## src/rtl/uart_pkg.sv

```systemverilog
// Shared definitions for the UART core: parity encodings, TX/RX state enums
// and a parity helper that only looks at the configured number of data bits.
package uart_pkg;

  localparam int PAR_NONE = 0;
  localparam int PAR_EVEN = 1;
  localparam int PAR_ODD  = 2;

  typedef enum logic [2:0] {
    TX_IDLE,
    TX_START,
    TX_DATA,
    TX_PARITY,
    TX_STOP
  } tx_state_e;

  typedef enum logic [2:0] {
    RX_IDLE,
    RX_START,
    RX_DATA,
    RX_PARITY,
    RX_STOP,
    RX_BREAK
  } rx_state_e;

  function automatic logic calc_parity(input logic [7:0] data, input int data_bits,
                                       input int parity);
    logic p;
    p = 1'b0;
    for (int i = 0; i < 8; i++) begin
      if (i < data_bits) p = p ^ data[i];
    end
    return (parity == PAR_ODD) ? ~p : p;
  endfunction

endpackage

```

## src/rtl/uart_tx_serializer.sv

```systemverilog
// Transmit half of the UART: latches a byte on the valid/ready handshake and
// shifts out start, data (LSB first), optional parity and stop bits.
module uart_tx_serializer
  import uart_pkg::*;
#(
  parameter int CLK_DIV   = 234,
  parameter int DATA_BITS = 8,
  parameter int PARITY    = 0,
  parameter int STOP_BITS = 1
) (
  input  logic       clk,
  input  logic       rst_n,
  input  logic [7:0] tx_data,
  input  logic       tx_valid,
  output logic       tx_ready,
  output logic       uart_tx
);

  localparam int            CW        = $clog2(CLK_DIV);
  localparam logic [CW-1:0] CNT_LAST  = CW'(CLK_DIV - 1);
  localparam logic [2:0]    DATA_LAST = 3'(DATA_BITS - 1);
  localparam logic [2:0]    STOP_LAST = 3'(STOP_BITS - 1);
  localparam logic [7:0]    DATA_MASK = 8'((16'd1 << DATA_BITS) - 16'd1);

  tx_state_e     state_q, state_d;
  logic [CW-1:0] cnt_q, cnt_d;
  logic [2:0]    bit_q, bit_d;
  logic [7:0]    shift_q, shift_d;
  logic          par_q, par_d;
  logic          tx_q, tx_d;
  logic          ready_q, ready_d;
  logic          bit_done;

  always_comb begin
    state_d  = state_q;
    cnt_d    = cnt_q;
    bit_d    = bit_q;
    shift_d  = shift_q;
    par_d    = par_q;
    tx_d     = tx_q;
    ready_d  = ready_q;
    bit_done = (cnt_q == CNT_LAST);

    if (state_q != TX_IDLE) cnt_d = bit_done ? '0 : cnt_q + 1'b1;

    case (state_q)
      TX_IDLE: begin
        if (tx_valid && ready_q) begin
          shift_d = tx_data & DATA_MASK;
          par_d   = calc_parity(tx_data, DATA_BITS, PARITY);
          cnt_d   = '0;
          tx_d    = 1'b0;
          ready_d = 1'b0;
          state_d = TX_START;
        end
      end
      TX_START: begin
        if (bit_done) begin
          tx_d    = shift_q[0];
          shift_d = shift_q >> 1;
          bit_d   = '0;
          state_d = TX_DATA;
        end
      end
      TX_DATA: begin
        if (bit_done) begin
          if (bit_q == DATA_LAST) begin
            bit_d = '0;
            if (PARITY != PAR_NONE) begin
              tx_d    = par_q;
              state_d = TX_PARITY;
            end else begin
              tx_d    = 1'b1;
              state_d = TX_STOP;
            end
          end else begin
            bit_d   = bit_q + 1'b1;
            tx_d    = shift_q[0];
            shift_d = shift_q >> 1;
          end
        end
      end
      TX_PARITY: begin
        if (bit_done) begin
          tx_d    = 1'b1;
          state_d = TX_STOP;
        end
      end
      TX_STOP: begin
        // ready returns on the cycle right after the final stop-bit cycle
        if (bit_done) begin
          if (bit_q == STOP_LAST) begin
            ready_d = 1'b1;
            state_d = TX_IDLE;
          end else begin
            bit_d = bit_q + 1'b1;
          end
        end
      end
      default: state_d = TX_IDLE;
    endcase
  end

  always_ff @(posedge clk or negedge rst_n) begin
    if (!rst_n) begin
      state_q <= TX_IDLE;
      cnt_q   <= '0;
      bit_q   <= '0;
      shift_q <= '0;
      par_q   <= 1'b0;
      tx_q    <= 1'b1;
      ready_q <= 1'b1;
    end else begin
      state_q <= state_d;
      cnt_q   <= cnt_d;
      bit_q   <= bit_d;
      shift_q <= shift_d;
      par_q   <= par_d;
      tx_q    <= tx_d;
      ready_q <= ready_d;
    end
  end

  assign uart_tx  = tx_q;
  assign tx_ready = ready_q;

endmodule

```

## src/rtl/uart_core.sv

```systemverilog
// Full-duplex UART: instantiates the TX serializer and holds the RX path
// (synchroniser, glitch-rejecting receive FSM, output holding register).
module uart_core
  import uart_pkg::*;
#(
  parameter int CLK_DIV   = 234,
  parameter int DATA_BITS = 8,
  parameter int PARITY    = 0,
  parameter int STOP_BITS = 1
) (
  input  logic       clk,
  input  logic       rst_n,
  input  logic       uart_rx,
  output logic       uart_tx,
  input  logic [7:0] tx_data,
  input  logic       tx_valid,
  output logic       tx_ready,
  output logic [7:0] rx_data,
  output logic       rx_valid,
  input  logic       rx_ready,
  output logic       rx_parity_err,
  output logic       rx_frame_err,
  output logic       rx_overrun
);

  localparam int            CW        = $clog2(CLK_DIV);
  localparam logic [CW-1:0] CNT_LAST  = CW'(CLK_DIV - 1);
  localparam logic [CW-1:0] CNT_HALF  = CW'(CLK_DIV / 2);
  localparam logic [2:0]    DATA_LAST = 3'(DATA_BITS - 1);

  uart_tx_serializer #(
    .CLK_DIV  (CLK_DIV),
    .DATA_BITS(DATA_BITS),
    .PARITY   (PARITY),
    .STOP_BITS(STOP_BITS)
  ) u_tx (
    .clk     (clk),
    .rst_n   (rst_n),
    .tx_data (tx_data),
    .tx_valid(tx_valid),
    .tx_ready(tx_ready),
    .uart_tx (uart_tx)
  );

  logic          meta_q, sync_q;
  rx_state_e     rx_state_q, rx_state_d;
  logic [CW-1:0] rx_cnt_q, rx_cnt_d;
  logic [2:0]    rx_bit_q, rx_bit_d;
  logic [7:0]    rx_shift_q, rx_shift_d;
  logic          perr_pend_q, perr_pend_d;
  logic [7:0]    rx_data_q, rx_data_d;
  logic          rx_valid_q, rx_valid_d;
  logic          rx_perr_q, rx_perr_d;
  logic          rx_ferr_q, rx_ferr_d;
  logic          rx_ovr_q, rx_ovr_d;
  logic          bit_done;
  logic          deliver;
  logic          frame_bad;
  logic [7:0]    rx_word;

  // Bits enter at the top of the shift register, so narrow frames end up high-aligned.
  assign rx_word = rx_shift_q >> (8 - DATA_BITS);

  always_comb begin
    rx_state_d  = rx_state_q;
    rx_cnt_d    = rx_cnt_q;
    rx_bit_d    = rx_bit_q;
    rx_shift_d  = rx_shift_q;
    perr_pend_d = perr_pend_q;
    deliver     = 1'b0;
    frame_bad   = 1'b0;
    bit_done    = (rx_cnt_q == CNT_LAST);

    case (rx_state_q)
      RX_IDLE: begin
        if (!sync_q) begin
          rx_cnt_d   = '0;
          rx_state_d = RX_START;
        end
      end
      RX_START: begin
        if (rx_cnt_q == CNT_HALF) begin
          rx_cnt_d   = '0;
          rx_bit_d   = '0;
          rx_state_d = sync_q ? RX_IDLE : RX_DATA;
        end else begin
          rx_cnt_d = rx_cnt_q + 1'b1;
        end
      end
      RX_DATA: begin
        rx_cnt_d = bit_done ? '0 : rx_cnt_q + 1'b1;
        if (bit_done) begin
          rx_shift_d = {sync_q, rx_shift_q[7:1]};
          if (rx_bit_q == DATA_LAST) begin
            perr_pend_d = 1'b0;
            rx_state_d  = (PARITY != PAR_NONE) ? RX_PARITY : RX_STOP;
          end else begin
            rx_bit_d = rx_bit_q + 1'b1;
          end
        end
      end
      RX_PARITY: begin
        rx_cnt_d = bit_done ? '0 : rx_cnt_q + 1'b1;
        if (bit_done) begin
          perr_pend_d = sync_q ^ calc_parity(rx_word, DATA_BITS, PARITY);
          rx_state_d  = RX_STOP;
        end
      end
      RX_STOP: begin
        rx_cnt_d = bit_done ? '0 : rx_cnt_q + 1'b1;
        if (bit_done) begin
          deliver    = 1'b1;
          frame_bad  = ~sync_q;
          rx_state_d = sync_q ? RX_IDLE : RX_BREAK;
        end
      end
      RX_BREAK: begin
        if (sync_q) rx_state_d = RX_IDLE;
      end
      default: rx_state_d = RX_IDLE;
    endcase
  end

  // A new byte may replace the held one only if it is free or being read this cycle.
  always_comb begin
    rx_data_d  = rx_data_q;
    rx_valid_d = rx_valid_q;
    rx_perr_d  = rx_perr_q;
    rx_ferr_d  = rx_ferr_q;
    rx_ovr_d   = 1'b0;

    if (rx_valid_q && rx_ready) rx_valid_d = 1'b0;

    if (deliver) begin
      if (!rx_valid_q || rx_ready) begin
        rx_valid_d = 1'b1;
        rx_data_d  = rx_word;
        rx_perr_d  = perr_pend_q;
        rx_ferr_d  = frame_bad;
      end else begin
        rx_ovr_d = 1'b1;
      end
    end
  end

  always_ff @(posedge clk or negedge rst_n) begin
    if (!rst_n) begin
      meta_q      <= 1'b1;
      sync_q      <= 1'b1;
      rx_state_q  <= RX_IDLE;
      rx_cnt_q    <= '0;
      rx_bit_q    <= '0;
      rx_shift_q  <= '0;
      perr_pend_q <= 1'b0;
      rx_data_q   <= '0;
      rx_valid_q  <= 1'b0;
      rx_perr_q   <= 1'b0;
      rx_ferr_q   <= 1'b0;
      rx_ovr_q    <= 1'b0;
    end else begin
      meta_q      <= uart_rx;
      sync_q      <= meta_q;
      rx_state_q  <= rx_state_d;
      rx_cnt_q    <= rx_cnt_d;
      rx_bit_q    <= rx_bit_d;
      rx_shift_q  <= rx_shift_d;
      perr_pend_q <= perr_pend_d;
      rx_data_q   <= rx_data_d;
      rx_valid_q  <= rx_valid_d;
      rx_perr_q   <= rx_perr_d;
      rx_ferr_q   <= rx_ferr_d;
      rx_ovr_q    <= rx_ovr_d;
    end
  end

  assign rx_data       = rx_data_q;
  assign rx_valid      = rx_valid_q;
  assign rx_parity_err = rx_perr_q;
  assign rx_frame_err  = rx_ferr_q;
  assign rx_overrun    = rx_ovr_q;

endmodule

```

## config.mk

```make
export PLATFORM = sky130hd
export DESIGN_NAME = uart_core
export DESIGN_NICKNAME = d
export VERILOG_FILES = /design/src/rtl/uart_pkg.sv /design/src/rtl/uart_tx_serializer.sv /design/src/rtl/uart_core.sv
export SDC_FILE = /design/constraint.sdc
export NUM_CORES = 1
export LEC_CHECK = 0
export CELL_PAD_IN_SITES_DETAIL_PLACEMENT = 1
export CELL_PAD_IN_SITES_GLOBAL_PLACEMENT = 1
export CORE_ASPECT_RATIO = 1.2
export CORE_MARGIN = 8
export CORE_UTILIZATION = 35
export CTS_CLUSTER_DIAMETER = 120
export DETAILED_ROUTE_END_ITERATION = 12
export PLACE_DENSITY = 0.74
export SLEW_MARGIN = 25
export SYNTH_ARGS = -nofsm -noshare
export SYNTH_HDL_FRONTEND = slang
export SYNTH_SLANG_ARGS = --single-unit
```

## constraint.sdc

```tcl
create_clock -name clk -period 2.3 [get_ports clk]
set_input_delay 0.46 -clock clk [delete_from_list [all_inputs] [get_ports clk]]
set_output_delay 0.46 -clock clk [all_outputs]
set_load 0.005 [all_outputs]
```

## After elaboration in Yosys (flattened, before gate mapping)

Cells that the tools add are included.

| operators by class | value |
|---|---|
| $add $sub $neg | 4 |
| eq/ne operators | 31 |
| muxes and demuxes | 79 |
| bitwise logic cells | 9 |
| reductions and logical operators | 27 |

Operators by type and width:

| operator | number |
|---|---|
| 8-bit 2-to-1 mux | 11 |
| 3-bit 2-to-1 mux | 23 |
| 8-bit case mux with 3 select lines | 2 |
| 1-bit 2-to-1 mux | 35 |
| 2-bit inequality test (second input constant) | 10 |
| 3-bit case mux with 6 select lines | 1 |
| 8-bit by 1-bit adder with 8-bit output (second input constant) | 2 |
| 8-bit equality test (second input constant) | 2 |
| 3-bit equality test (second input constant) | 5 |
| 3-bit case mux with 5 select lines | 1 |
| 5-bit AND reduction | 3 |
| 2-bit by 1-bit inequality test with 1-bit output (second input constant) | 7 |
| 7-bit AND reduction | 2 |
| 3-bit by 2-bit equality test with 1-bit output (second input constant) | 4 |
| 4-bit AND reduction | 3 |
| 3-bit nonzero test | 4 |
| 3-bit zero test | 3 |
| 3-bit case mux with 3 select lines | 1 |
| 8-bit by 7-bit equality test with 1-bit output (second input constant) | 1 |
| 1-bit XOR | 8 |
| 3-bit by 1-bit adder with 3-bit output (second input constant) | 2 |
| 3-bit by 1-bit equality test with 1-bit output (second input constant) | 2 |
| 3-bit case mux with 2 select lines | 1 |
| 2-bit AND reduction | 3 |
| 10 further kinds | 14 |

| word-level totals | value |
|---|---|
| register bits after elaboration | 61 |
| input bits | 13 |
| output and inout port bits | 14 |
| logic and storage cells | 168 |

## Depth between registers and ports, before layout

Gate-level depths: netlist of run 1.

| depth | value |
|---|---|
| word-level depth | 27 |
| mapped depth | 9 |
| mapped depth without buffers | 7 |

## Modules after synthesis

Synthesis of run 1 repeated with hierarchy kept, for this count alone.

| second synthesis, totals | value |
|---|---|
| cell total of the unflattened synthesis | 300 |
| area total of the unflattened synthesis | 3345.7 µm² |

Modules (own cells, without submodules):

| module | times used | cells each | area each (µm²) |
|---|---|---|---|
| uart_core | 1 | 166 | 1905.6 |
| uart_tx_serializer | 1 | 134 | 1440.1 |

## Least setup slack after synthesis of run 1

No wires, ideal clock.

| timing | value |
|---|---|
| kind | reg-to-reg |
| from | register u_tx.cnt_q[1] |
| to | register u_tx.shift_q[7] |
| library setup time | 125 ps |
| arrival | 1699 ps |
| setup slack | 476 ps |
| cell stages (with the launch flop) | 8 |
| path buffers | 1 |
| clock period less this slack | 1824 ps |
| cell sequence | dfrtp_1 > inv_1 > ha_1 > nand3b_4 > or2_0 > buf_6 > a211oi_4 > mux2_2 |

| between the ends | value |
|---|---|
| cells in the longest elaborated chain, start to end | 3 |

RTL lines:

| what | RTL line | source |
|---|---|---|
| from (decl) | uart_tx_serializer.sv:26 | `logic [CW-1:0] cnt_q, cnt_d;` |
| from (signal assigned) | uart_tx_serializer.sv:115 | `cnt_q <= cnt_d;` |
| 8-bit equality test (*) | uart_tx_serializer.sv:42 | `bit_done = (cnt_q == CNT_LAST);` |
| 2-bit by 1-bit inequality test with 1-bit output (no source line) | -- |  |
| 5-bit AND reduction (no source line) (*) | -- |  |
| to (signal assigned) | uart_tx_serializer.sv:117 | `shift_q <= shift_d;` |
| to (decl) | uart_tx_serializer.sv:28 | `logic [7:0] shift_q, shift_d;` |

Mark *: on every way between the ends. The rest lies on a longest branch, timed or not.
A chain may end at the register's enable or synchronous reset.

## Worst setup path in the final report of run 1

| timing | value |
|---|---|
| from | register rx_state_q[1] |
| to | register rx_shift_q[6] |

| between the ends | value |
|---|---|
| cells in the longest elaborated chain, start to end | 2 |

RTL lines:

| what | RTL line | source |
|---|---|---|
| from (decl) | uart_core.sv:46 | `rx_state_e rx_state_q, rx_state_d;` |
| from (signal assigned) | uart_core.sv:163 | `rx_state_q <= rx_state_d;` |
| 3-bit by 2-bit equality test with 1-bit output | uart_core.sv:74 | `case (rx_state_q)` |
| 2-bit AND reduction (no source line) | -- |  |
| to (signal assigned) | uart_core.sv:166 | `rx_shift_q <= rx_shift_d;` |
| to (decl) | uart_core.sv:49 | `logic [7:0] rx_shift_q, rx_shift_d;` |

Every way passes these cells.

==> impl_metrics.py, run 1 <==
metrics = {
    "status": {
        "outcome": "completed",
    },
    "global_routing": {
        "first_global_vias": 2790,
        "antenna_found_initial": 0,
        "grt_max_degree": 43,
        "grt_usage": 0.125,
        "grt_overflow": 0,
        "grt_pass1_wl_um": 13100,
    },
    "finish": {
        "fillers": 1032,
        "nNetsFinal": 366,
        "diodes": 0,
        "areaGrowthSynthToFinish_pct": 20.9,
        "design_area_mm2": 0.00398,
        "layout-drive-gt1-share": 0.198,
        "multi_input_area_mm2": 0.00164,
        "regArea_mm2": 0.00153,
    },
    "timing": {
        "finalHoldViolCount": 0,
        "slew_violations": 0,
        "setup_violations": 0,
        "skew_ns": 0.00615,
        "fmax_mhz": 501,
        "fin_crit_sh": 0.869,
        "max-slew-margin-rel": 0.673,
        "final.setup.tns_ns": 0,
        "setup_slack_ns": 0.302,
        "period_needed_ns": 2.00,
        "tightest_slew_ns": 0.491,
        "grt_setup_unrepaired": "false",
    },
    "setup_path": {
        "cp_slowest_stage_delay_ns": 0.62,
        "worstSetupEndpointType": "flop",
        "path_cells": "nor3b_1 -> nand2_1 -> mux2_2",
        "r2r_cells": 3,
        "timing.critical_path.buf_inv": 0,
        "ff2ff_setup_slack_ns": 0.30,
        "worstSetupPathType": "reg2reg",
        "cp_top_family": "simple AND/OR/NAND/NOR gates",
        "critPathArrivalTime_ns": 2.20,
        "r2r_end": "rx_shift_q[6]",
        "start_kind": "flop",
        "crit_required_ns": 2.50,
        "critical_path.max_fanout": 15,
        "slowest_stage": "dfrtp_1",
        "r2r-start": "rx_state_q[1]",
    },
    "clock_tree": {
        "hold_buffers": 0,
        "cts.sinks": 61,
        "cts-root-buf": "clkbuf_16",
        "numCtsBuffers": 9,
        "post_cts_resized": 0,
        "clkTransAtPathRegs_ns": 0.05,
        "clk_path_buf_depth": 2,
        "h-tree-depth": 3,
        "postCtsSetupRepairBufs": 0,
        "clock_latency_ns": 0.32,
        "cts_tree": "done",
    },
    "logic_synthesis": {
        "synth_seq_area_share": 0.465,
        "yosysWarnings": 0,
        "synthCells": 312,
        "synth_seq_cells": 61,
        "synth_area_per_cell_um2": 10.6,
        "yosysUniqueCellTypes": 60,
        "synthesis.nets": 334,
        "synth_area_mm2": 0.00330,
    },
    "detailed_routing": {
        "drtPass1Iterations": 4,
        "wirelength_um": 7450,
        "vias_per_cell": 5.20,
        "drc": 0,
        "drt-initial-drc-count": 47,
        "ant_nets": 0,
        "vias": 2451,
        "wl_per_cell_um": 15.8,
    },
    "power": {
        "p_leak_nw": 1.84,
        "ir_drop_mv": 0.366,
        "powerDensity_mw_per_mm2": 624,
        "finalPower_mw": 2.49,
    },
    "place": {
        "place_ws_ns": 0.322,
        "gp_congestion": 0.832,
        "port-buffer-count": 26,
        "place.detailed.hpwl_um": 5390,
        "placed_area_mm2": 0.00368,
    },
    "die": {
        "fp.dieArea_mm2": 0.0128,
        "ios": 27,
        "die_y_um": 122,
        "initial_core_util": 0.354,
        "row_count": 39,
        "core-area_mm2": 0.00932,
        "die_w_um": 105,
    },
    "hold_path": {
        "hold_class": "in2async",
    },
    "job": {
        "maxCapViolations": 0,
    },
}
==> metrics by stage <==
| stage | cells | utilization | hold WS (ns) |
|---|---|---|---|
| after detailed placement | 456 | 0.395 | 0.349 |
| after global placement | 456 | 0.395 | 0.346 |
| final | 471 | 0.427 | 0.0985 |
| after global routing | 471 | 0.427 | 0.131 |
| after floorplan | 312 | - | 0.164 |
| after CTS | 471 | 0.427 | 0.115 |
==> power breakdown <==
part           total [mW]  leakage (nW)  switching [mW]  internal (mW)
clock network        1.36         0.147           0.469          0.887
logic              0.0492         0.883          0.0264         0.0227
registers            1.08         0.809         0.00360           1.08
total                2.49          1.84           0.499           1.99
==> worst reg2reg max path, stage by stage, from the launching register on <==
cell,delay [ns]
dfrtp_1,0.62
nor3b_1,0.48
nand2_1,0.39
mux2_2,0.39
==> cells in the mapped netlist, drive strengths merged <==
library cell | count | share of area
dfrtp | 57 | 0.43
a211oi | 1 | 0.0061
xor2 | 1 | 0.0027
o31ai | 3 | 0.0068
o221ai | 1 | 0.0027
or3 | 2 | 0.0042
nor4bb | 1 | 0.0030
nor2 | 30 | 0.035
o2bb2ai | 3 | 0.0080
buf | 8 | 0.019
nor3 | 5 | 0.011
a21oi | 18 | 0.034
a32o | 2 | 0.0061
or3b | 1 | 0.0027
a31oi | 3 | 0.0057
or4b | 1 | 0.0030
and2 | 2 | 0.0038
o21a | 1 | 0.0023
inv | 10 | 0.011
o32a | 1 | 0.0030
nand4bb | 1 | 0.0049
nor3b | 5 | 0.016
a21o | 4 | 0.0091
nor2b | 4 | 0.0076
a211o | 2 | 0.0053
and4bb | 1 | 0.0038
nand3b | 2 | 0.0084
and3 | 7 | 0.013
nand2 | 22 | 0.025
or2 | 2 | 0.0038
nand4b | 1 | 0.0046
clkbuf | 4 | 0.0076
o41ai | 1 | 0.0027
o221a | 2 | 0.0068
dfstp | 4 | 0.032
nor4 | 1 | 0.0019
o21ai | 28 | 0.044
nand3 | 11 | 0.018
a2111oi | 1 | 0.0046
mux2 | 20 | 0.068
o22ai | 2 | 0.0038
mux2i | 12 | 0.036
ha | 9 | 0.034
nand2b | 8 | 0.017
xnor2 | 7 | 0.019
==> registers in the layout, summed over array words and instances, names as in the netlist, 3 cells and up <==
name / count
u_tx.bit_q: 3
rx_bit_q: 3
rx_data: 8
u_tx.shift_q: 8
rx_shift_q: 8
u_tx.cnt_q: 8
rx_cnt_q: 8
rx_state_q: 3
u_tx.state_q: 3
==> per-layer routing <==
layer / GRT usage / vias to the layer above / part of all wire
met3: 0.0299 / 13 / 0.031
met2: 0.235 / 30 / 0.53
met5: 0 / - / 0
met4: 0.0563 / 0 / 0.020
li1: - / 1178 / -
met1: 0.131 / 1230 / 0.41
==> worst max-delay path by stage <==
stage / start / endpoint / slack (ns) / cells after the start
after CTS: rx_state_q[1] / rx_shift_q[2] / 0.26 / 3
after global placement: rx_state_q[1] / rx_shift_q[5] / 0.34 / 3
after global routing: rx_state_q[1] / rx_shift_q[2] / 0.14 / 3
final: rx_state_q[1] / rx_shift_q[6] / 0.30 / 3
after detailed placement: tx_valid / u_tx.shift_q[0] / 0.32 / 7
after floorplan: u_tx.cnt_q[1] / u_tx.shift_q[7] / 0.48 / 7
==> layout make-up <==
| type | instances | share of cell area |
|---|---|---|
| timing repair buffer | 33 | 0.0804 |
| sequential | 61 | 0.384 |
| multi-input combinational | 229 | 0.412 |
| clock buffer | 11 | 0.0634 |
| inverter | 10 | 0.00942 |
| tap | 123 | 0.0386 |
| clock inverter | 4 | 0.0119 |
==> logic make-up after synthesis <==
family,count (synthesis),synth area share
and+or+nand+nor,107,0.187
AOI/OAI and AO/OA,73,0.151
DFF,61,0.465
muxes,32,0.105
buffers and inverters,22,0.0376
adders and majority gates,9,0.0342
xor gates and xnor gates,8,0.0213
==> cells in the final DEF (no fill, tap or decap), types with 3 or more instances in the layout <==
master / netlist / layout
a21oi_1: 14 / 14
mux2i_1: 12 / 12
nor2b_1: 4 / 4
and3_1: 7 / 7
nor2_1: 29 / 29
nand2_1: 22 / 22
dfrtp_1: 57 / 57
nor3b_2: 3 / 3
ha_1: 9 / 9
nor3_1: 4 / 4
o2bb2ai_1: 3 / 3
dfstp_2: 4 / 4
buf_4: 1 / 6
clkdlybuf4s50_1: 0 / 25
xnor2_1: 7 / 7
o21ai_1: 5 / 5
a21o_1: 4 / 4
a31oi_1: 3 / 3
nand2b_1: 6 / 6
clkbuf_16: 0 / 9
inv_1: 10 / 10
o21ai_0: 22 / 22
mux2_2: 20 / 20
o31ai_1: 3 / 3
a21oi_2: 3 / 3
nand3_1: 10 / 10
No activity file was read; power rests on OpenSTA's default activity.
==> inputs of run 2 (changes only) <==
--- a/config.mk
+++ b/config.mk
@@ -13,7 +13,6 @@
 export CTS_CLUSTER_DIAMETER = 120
 export DETAILED_ROUTE_END_ITERATION = 12
 export PLACE_DENSITY = 0.74
-export SLEW_MARGIN = 25
 export SYNTH_ARGS = -nofsm -noshare
 export SYNTH_HDL_FRONTEND = slang
 export SYNTH_SLANG_ARGS = --single-unit
==> results of run 2 <==
The final DEF is identical to that of run 1; final timing and power are the same.
==> inputs of run 3 (changes only) <==
--- a/config.mk
+++ b/config.mk
@@ -15,4 +15,5 @@
 export PLACE_DENSITY = 0.74
 export SYNTH_ARGS = -nofsm -noshare
 export SYNTH_HDL_FRONTEND = slang
+export SYNTH_HIERARCHICAL = 1
 export SYNTH_SLANG_ARGS = --single-unit
==> run 3 against run 2 <==
Die area grew 1.3%. Worst setup slack lost 0.022 ns. Hold slack gained 0.017 ns. Total power shrank 2.7%. Sequential power is essentially flat. Combinational power grew 11%. Sequential share of layout area shrank 0.12 points. Fmax shrank 1.1%. Critical path depth grew 1. Clock skew grew 0.00053 ns. Non-clock buffer count shrank 3. Largest cell class unchanged. Highest routed layer unchanged.
==> impl_metrics.py, run 3 <==
metrics = {
    "logic_synthesis": {
        "async_flop_share": 1.00,
        "yosys-top-cells-area": "dfrtp_1, mux2_2, ha_1, dfstp_2, mux2_4",
        "synth_area_mm2": 0.00335,
        "synth-edff-count": 0,
        "synth_area_per_cell_um2": 11.2,
        "synth_top_area_cell": "dfrtp_1",
        "synth_seq_area_share": 0.458,
        "synth_common_cells": "dfrtp_1, mux2_2, nor2_1",
        "yosysUniqueCellTypes": 65,
        "synth_seq_cells": 61,
        "yosysWarnings": 6,
        "synth_flop_cell": "dfrtp_1",
        "synthCells": 300,
        "synthesis.nets": 322,
        "yosysMostFrequentCell": "dfrtp_1",
        "yosysTopAreaCellShare": 0.426,
    },
    "clock_tree": {
        "post_cts_resized": 0,
        "h-tree-depth": 3,
        "clkTransAtPathRegs_ns": 0.05,
        "numCtsBuffers": 9,
        "hold_buffers": 0,
        "postCtsSetupRepairBufs": 0,
        "clk_path_buf_depth": 2,
        "cts-root-buf": "clkbuf_16",
        "cts.sinks": 61,
        "cts_tree": "done",
        "clock_latency_ns": 0.33,
    },
    "timing": {
        "slew_violations": 0,
        "skew_ns": 0.00668,
        "period_needed_ns": 2.02,
        "final.setup.tns_ns": 0,
        "holdWs_ns": 0.115,
        "finalHoldViolCount": 0,
        "fin_crit_sh": 0.878,
        "max-slew-margin-rel": 0.631,
        "tightest_slew_ns": 0.554,
        "setup_violations": 0,
        "fmax_mhz": 495,
        "grt_setup_unrepaired": "false",
    },
    "global_routing": {
        "antenna_found_initial": 0,
        "grt_usage": 0.130,
        "grt_max_degree": 41,
        "grt_pass1_wl_um": 13400,
        "first_global_vias": 2692,
        "grt_overflow": 0,
    },
    "setup_path": {
        "r2r_cells": 4,
        "worstSetupPathType": "reg2reg",
        "start_kind": "flop",
        "r2r_end": "rx_bit_q[0]",
        "r2r-start": "rx_cnt_q[4]",
        "ff2ff_setup_slack_ns": 0.28,
        "crit_required_ns": 2.52,
        "critical_path.max_fanout": 8,
        "critPathArrivalTime_ns": 2.24,
        "worstSetupEndpointType": "flop",
        "cp-startpoint": "rx_cnt_q[4]",
    },
    "power": {
        "ir_drop_mv": 0.361,
        "powerDensity_mw_per_mm2": 605,
        "p_leak_nw": 1.76,
        "finalPower_mw": 2.42,
    },
    "die": {
        "initial_core_util": 0.355,
        "row_count": 39,
        "ios": 27,
        "die_y_um": 123,
        "die_w_um": 105,
        "fp.dieArea_mm2": 0.0130,
        "core-area_mm2": 0.00942,
    },
    "place": {
        "gp_congestion": 0.833,
        "placed_area_mm2": 0.00371,
        "place.detailed.hpwl_um": 5520,
        "port-buffer-count": 26,
    },
    "finish": {
        "regArea_mm2": 0.00153,
        "diodes": 0,
        "finish.utilization": 0.424,
        "multi_input_area_mm2": 0.00169,
        "design_area_mm2": 0.00400,
        "nNetsFinal": 352,
        "areaGrowthSynthToFinish_pct": 19.4,
        "layout-drive-gt1-share": 0.197,
        "fillers": 1016,
        "most-common-layout-cells": "dfrtp_1, clkdlybuf4s50_1, mux2_2",
        "mostFrequentLayoutCell": "dfrtp_1",
    },
    "detailed_routing": {
        "wl_per_cell_um": 16.7,
        "vias_per_cell": 5.22,
        "drc": 0,
        "drtPass1Iterations": 4,
        "ant_nets": 0,
        "vias": 2393,
        "drt-initial-drc-count": 81,
        "wirelength_um": 7660,
    },
    "hold_path": {
        "hold_class": "in2async",
    },
    "job": {
        "maxCapViolations": 0,
    },
    "status": {
        "outcome": "completed",
    },
}
[run 3: cell count changes after synthesis, moves of 5 or more]
cell,previous run,this run
mux2i_1,12,7
o21ai_0,22,15
mux2_4,0,7
nand2_1,22,15
nor2_1,29,17
[run 3: worst max path at each step]
stage,slack (ns),cells after the start,to
2_1_floorplan,0.53,5,rx_bit_q[0]
3_3_place_gp,0.36,6,u_tx/shift_q[2]
3_5_place_dp,0.31,6,u_tx/shift_q[4]
4_1_cts,0.29,4,rx_bit_q[0]
5_1_grt,0.13,7,rx_cnt_q[4]
6_report,0.28,4,rx_bit_q[0]
[run 3: logic make-up (layout without fill, tap and decap cells)]
group                    after synthesis  count (layout)  synth area share
AND/OR/NAND/NOR                       93              93             0.171
AO/OA/AOI/OAI                         68              68             0.142
flip-flops                            61              61             0.458
multiplexers                          37              37             0.130
buffers and inverters                 21              56            0.0363
XOR/XNOR                              11              11            0.0288
adder cells (fa/ha/maj)                9               9            0.0337
[run 3: area by class of cell]
cell class                 instances  share of cell area
inverter                          10             0.00939
timing repair buffer              30              0.0745
clock buffer                      15              0.0695
clock inverter                     1             0.00125
tap                              123              0.0385
multi-input combinational        218               0.424
sequential                        61               0.383
[run 3: critical path, cell delays in order (launching register included)]
cell and delay (ns):
dfrtp_1 0.43, nand4bb_1 0.44, or3_4 0.51, a21oi_4 0.21, mux2_4 0.31
[run 3: per-stage QoR]
stage,std cells,worst slack (ns)
final,458,0.280
after global placement,442,0.360
after detailed placement,442,0.307
after global routing,458,0.131
after floorplan,300,0.531
after CTS,458,0.286
[run 3: routing by layer]
layer / vias up / wire, µm / global-route usage
li1: 1143 / - / -
met1: 1205 / 3240 / 0.142
met2: 34 / 4030 / 0.235
met3: 11 / 230 / 0.0287
met4: 0 / 161 / 0.0643
met5: - / 0 / 0
[run 3: power breakdown]
| group | leakage, nW | internal [mW] | switching (mW) |
|---|---|---|---|
| Sequential | 0.792 | 1.08 | 0.00353 |
| Combinational | 0.829 | 0.0264 | 0.0281 |
| Clock | 0.140 | 0.816 | 0.467 |
| Total | 1.76 | 1.92 | 0.499 |
